**src/rtl/gcd_engine.sv**
```systemverilog
// Subtractive-Euclid GCD engine with go/busy/done handshake, abort, zero-operand
// handling and an iteration counter; datapath and control share one clocked block.
module gcd_engine #(
    parameter int WIDTH = 8
) (
    input  logic             clk,
    input  logic             rst_n,
    input  logic             go,
    input  logic             abort,
    input  logic [WIDTH-1:0] x_in,
    input  logic [WIDTH-1:0] y_in,
    output logic             busy,
    output logic             done,
    output logic [WIDTH-1:0] gcd_out,
    output logic [WIDTH-1:0] iters,
    output logic             zero_op
);

    // Handshake: go is accepted on a rising edge while idle or in the done cycle;
    // busy is high for every CMP cycle, done is a single-cycle strobe and the
    // result outputs hold until the next completion.
    typedef enum logic [1:0] {
        IDLE = 2'd0,
        CMP  = 2'd1,
        DONE = 2'd2
    } state_t;

    state_t           state;
    logic [WIDTH-1:0] x_r;
    logic [WIDTH-1:0] y_r;
    logic [WIDTH-1:0] cnt;
    logic             zflag;

    always_ff @(posedge clk or negedge rst_n) begin
        if (!rst_n) begin
            state   <= IDLE;
            x_r     <= '0;
            y_r     <= '0;
            cnt     <= '0;
            zflag   <= 1'b0;
            busy    <= 1'b0;
            done    <= 1'b0;
            gcd_out <= '0;
            iters   <= '0;
            zero_op <= 1'b0;
        end else begin
            case (state)
                IDLE, DONE: begin
                    done <= 1'b0;
                    if (go) begin
                        x_r   <= x_in;
                        y_r   <= y_in;
                        cnt   <= '0;
                        zflag <= (x_in == '0) || (y_in == '0);
                        state <= CMP;
                        busy  <= 1'b1;
                    end else begin
                        state <= IDLE;
                        busy  <= 1'b0;
                    end
                end
                CMP: begin
                    if (abort) begin
                        state <= IDLE;
                        busy  <= 1'b0;
                    end else if (x_r == '0) begin
                        gcd_out <= y_r;
                        iters   <= cnt;
                        zero_op <= zflag;
                        state   <= DONE;
                        busy    <= 1'b0;
                        done    <= 1'b1;
                    end else if ((y_r == '0) || (x_r == y_r)) begin
                        gcd_out <= x_r;
                        iters   <= cnt;
                        zero_op <= zflag;
                        state   <= DONE;
                        busy    <= 1'b0;
                        done    <= 1'b1;
                    end else if (x_r > y_r) begin
                        // Larger operand is always the minuend, so no underflow.
                        x_r <= x_r - y_r;
                        cnt <= cnt + 1'b1;
                    end else begin
                        y_r <= y_r - x_r;
                        cnt <= cnt + 1'b1;
                    end
                end
                default: begin
                    state <= IDLE;
                    busy  <= 1'b0;
                    done  <= 1'b0;
                end
            endcase
        end
    end

endmodule

```
**config.mk**
```make
export PLATFORM = sky130hd
export DESIGN_NAME = gcd_engine
export DESIGN_NICKNAME = d
export VERILOG_FILES = /design/src/rtl/gcd_engine.sv
export SDC_FILE = /design/constraint.sdc
export NUM_CORES = 1
export LEC_CHECK = 0
export BUFFER_PORTS_ARGS = -buffer_cell sky130_fd_sc_hd__buf_4
export CAP_MARGIN = 5
export CORE_UTILIZATION = 35
export DETAILED_ROUTE_END_ITERATION = 8
export PLACE_DENSITY = 0.53
export SLEW_MARGIN = 20
export SYNTH_ARGS = -nofsm -noshare
export SYNTH_HDL_FRONTEND = slang
export SYNTH_SLANG_ARGS = --single-unit
```
**constraint.sdc**
```tcl
create_clock -name clk -period 2.2 [get_ports clk]
set_input_delay 0.22 -clock clk [delete_from_list [all_inputs] [get_ports clk]]
set_output_delay 0.22 -clock clk [all_outputs]
set_load 0.03 [all_outputs]
```
==> results.cfg <==
[hold_path]
min_from = y_in[5]
min_path_cells = 3
holdPathEnd = y_r[5]
holdCritPathClass = in -> reg

[layout]
drive_above_1_share_pct = 41.3
fillers = 750
final_cell_area_mm2 = 0.00389
area.growth.synth_to_final_pct = 40.2
antennaDiodeCount = 0
finalNetCount = 422

[setup_path]
rr_startpoint = x_r[1]
reg2reg_setup_slack_ns = -0.06
cp.required_ns = 2.39
crit_path_start_kind = register
critical_path.max_fanout = 5
worstSetupPathType = reg -> reg
cp.arrival_ns = 2.45
reg2reg_to = iters[0]
reg2reg_depth = 7
endpoint_kind = register

[floorplan]
io_pins = 39
start_util_pct = 36.1
fp.dieArea_mm2 = 0.00830
die_y_um = 91.1
die_w_um = 91.1
coreArea_mm2 = 0.00769
fp-row-count = 32

[run_status]
status = finished with violations
violations = negative setup slack

[sta]
min_period_over_period_pct = 103
hold_viol_final = 0
timing.final.ws_setup_ns = -0.0605
tightest_slew_ns = 0.675
finalCriticalPeriod_ns = 2.26
maxSlewHeadroom_pct = 54.9
finalSetupViolCount = 13
finClkSkew_ns = 0.00394
totalNegativeSetupSlack_ns = -0.477
fmax_ghz = 0.442
rsz0062_at_grt = true
slew_violations = 0

[clock_tree]
cts_tree = built
h-tree-depth = 2
cts_root_buf = clkbuf_8
numCtsBuffers = 5
cts_buffer_depth = 2
clk_pin_slew_ns = 0.09
clkSinkCount = 45
clk-insertion-delay-late_ns = 0.30

[placed_design]
pre_cts_ws_ns = -0.131
io_buffers = 38
place_area_mm2 = 0.00345
place_congestion = 0.832
hpwlAfterDp_um = 5570

[drt]
first_pass_iters = 4
avgViaCountPerCell = 5.09
wl_per_cell_um = 15.7
post-route-drc-count = 0
vias = 2477
wl_um = 7630
drtAntennaViolNets = 0
drtIter0Drc = 150

[logic_synthesis]
synth_nets = 335
synthCells = 297
ys_ff_latch = 45
syn-cell-area_mm2 = 0.00278
yosysSeqAreaShare_pct = 40.5
synthDistinctLibCells = 46
synth_area_per_cell_um2 = 9.36
ys_warn_count = 0

[grt]
grt_use_total_pct = 19.1
antenna_found_initial = 0
first_global_vias = 2516
grt_pass1_wl_um = 12500
globalRouteOverflowTotal = 0
grt_max_degree = 46

[power_and_ir_drop]
power_leakage_nw = 1.81
p_per_area_mw_per_mm2 = 1540
vdd_drop_max_v = 0.000634

[job]
cap_violations = 0
cells in the mapped netlist (all sizes together):
cell type	instances	share of area, %
nor3b	1	0.45
and2	2	0.45
o22ai	1	0.23
or3	2	0.45
buf	8	2.5
mux2i	1	0.36
xor2	9	2.8
or4	2	0.81
inv	17	2.3
o21bai	1	0.27
o41ai	1	0.99
and3	2	0.45
o21ai	22	4.0
o31a	2	0.63
mux2	9	3.9
o211ai	3	0.81
nor2b	4	0.90
nand3	5	0.90
ha	16	7.2
a211o	1	0.63
a21boi	1	0.27
nand2	28	3.8
clkbuf	6	0.81
nor2	31	4.8
nand3b	3	0.81
fa	2	1.4
o21a	8	2.2
o31ai	2	0.54
a21oi	28	5.0
o311ai	1	0.32
nor3	3	0.54
a211oi	4	1.1
nor4	7	1.6
dfrtp	45	41
a31oi	5	1.1
a2111oi	1	0.99
a21o	2	0.54
nand4	6	1.4
xnor2	2	0.63
nand2b	3	0.68
sequential cells by signal, summed over array words and instances (netlist names), 8 cells and up:
| name | cells |
|---|---|
| gcd_out | 8 |
| x_r | 8 |
| cnt | 8 |
| y_r | 8 |
| iters | 8 |
power breakdown:
| part | internal [mW] | switching (mW) |
|---|---|---|
| sequential | 1.08 | 0.251 |
| clock | 0.226 | 0.305 |
| combinational | 1.99 | 2.13 |
worst max path at each step:
stage               startpoint       end  slack, ns
detailed placement      x_r[0]    x_r[5]      -0.13
floorplan               x_r[0]    x_r[5]      -0.11
CTS                     x_r[6]  iters[0]      -0.03
finish                  x_r[1]  iters[0]      -0.06
global route            x_r[1]  iters[0]      -0.12
global placement        x_r[0]    x_r[6]      -0.09
placed cells by master (no fill, tap or decap), drive strengths merged, types with 3 or more instances in the layout:
cell type / instances
buf: 93
dfrtp: 45
nor2: 31
nand2: 28
a21oi: 28
o21ai: 22
inv: 18
ha: 16
xor2: 9
mux2: 9
o21a: 8
nor4: 7
nand4: 6
nand3: 5
a31oi: 5
clkbuf: 5
nor2b: 4
a211oi: 4
nand3b: 3
nor3: 3
o211ai: 3
nand2b: 3
what timing repair did:
| action | in CTS | in global routing |
|---|---|---|
| pin swaps | 9 | 7 |
| setup endpoints to repair | 27 | 33 |
| setup buffers | 4 | 7 |
| gates cloned | 0 | 1 |
| hold endpoints to repair | 45 | 0 |
| hold buffers | 1 | 0 |
| gates resized for setup | 22 | 49 |
cells by family (layout without fill, tap and decap cells):
family / after synthesis / count (layout) / share of synthesized area (%)
DFF: 45 / 45 / 40.5
buffers and inverters: 31 / 119 / 5.58
and+or+nand+nor: 99 / 99 / 17.9
xor gates and xnor gates: 11 / 11 / 3.47
AOI/OAI and AO/OA: 83 / 83 / 19.6
adders and majority gates: 18 / 18 / 8.64
muxes: 10 / 10 / 4.28
critical path, stage by stage, from the launching register on:
cell,delay (ns)
dfrtp_1,0.41
buf_6,0.12
or4_4,0.56
nor2_8,0.14
a211o_4,0.13
nor3b_4,0.30
buf_6,0.18
mux2_4,0.30
through the flow:
stage	total power, mW	instances	utilization, %	hold WS, ns
floorplan	3.60	297	-	-0.0756
global placement	4.76	466	44.9	0.261
detailed placement	4.76	466	44.9	0.266
CTS	5.61	479	48.1	0.199
global route	6.48	487	50.7	0.213
finish	5.99	487	50.7	0.208
final cells by class:
| class | instances | area, um^2 | area share (%) |
|---|---|---|---|
| multi-input cells | 221 | 1730 | 44.4 |
| flip-flops and latches | 45 | 1130 | 28.9 |
| repair buffers | 94 | 758 | 19.5 |
| well taps | 102 | 128 | 3.28 |
| clock buffers | 5 | 68.8 | 1.77 |
| inverters | 17 | 63.8 | 1.64 |
| clock inverters | 3 | 21.3 | 0.546 |
routing by layer:
layer | GRT usage (%) | vias to the layer above | share of wire, %
li1 | - | 1220 | -
met1 | 24.8 | 1199 | 45
met3 | 2.76 | 11 | 3.3
met5 | 0 | - | 0
met4 | 6.61 | 0 | 1.7
met2 | 32.5 | 47 | 50
No activity file was read; power rests on OpenSTA's default activity.
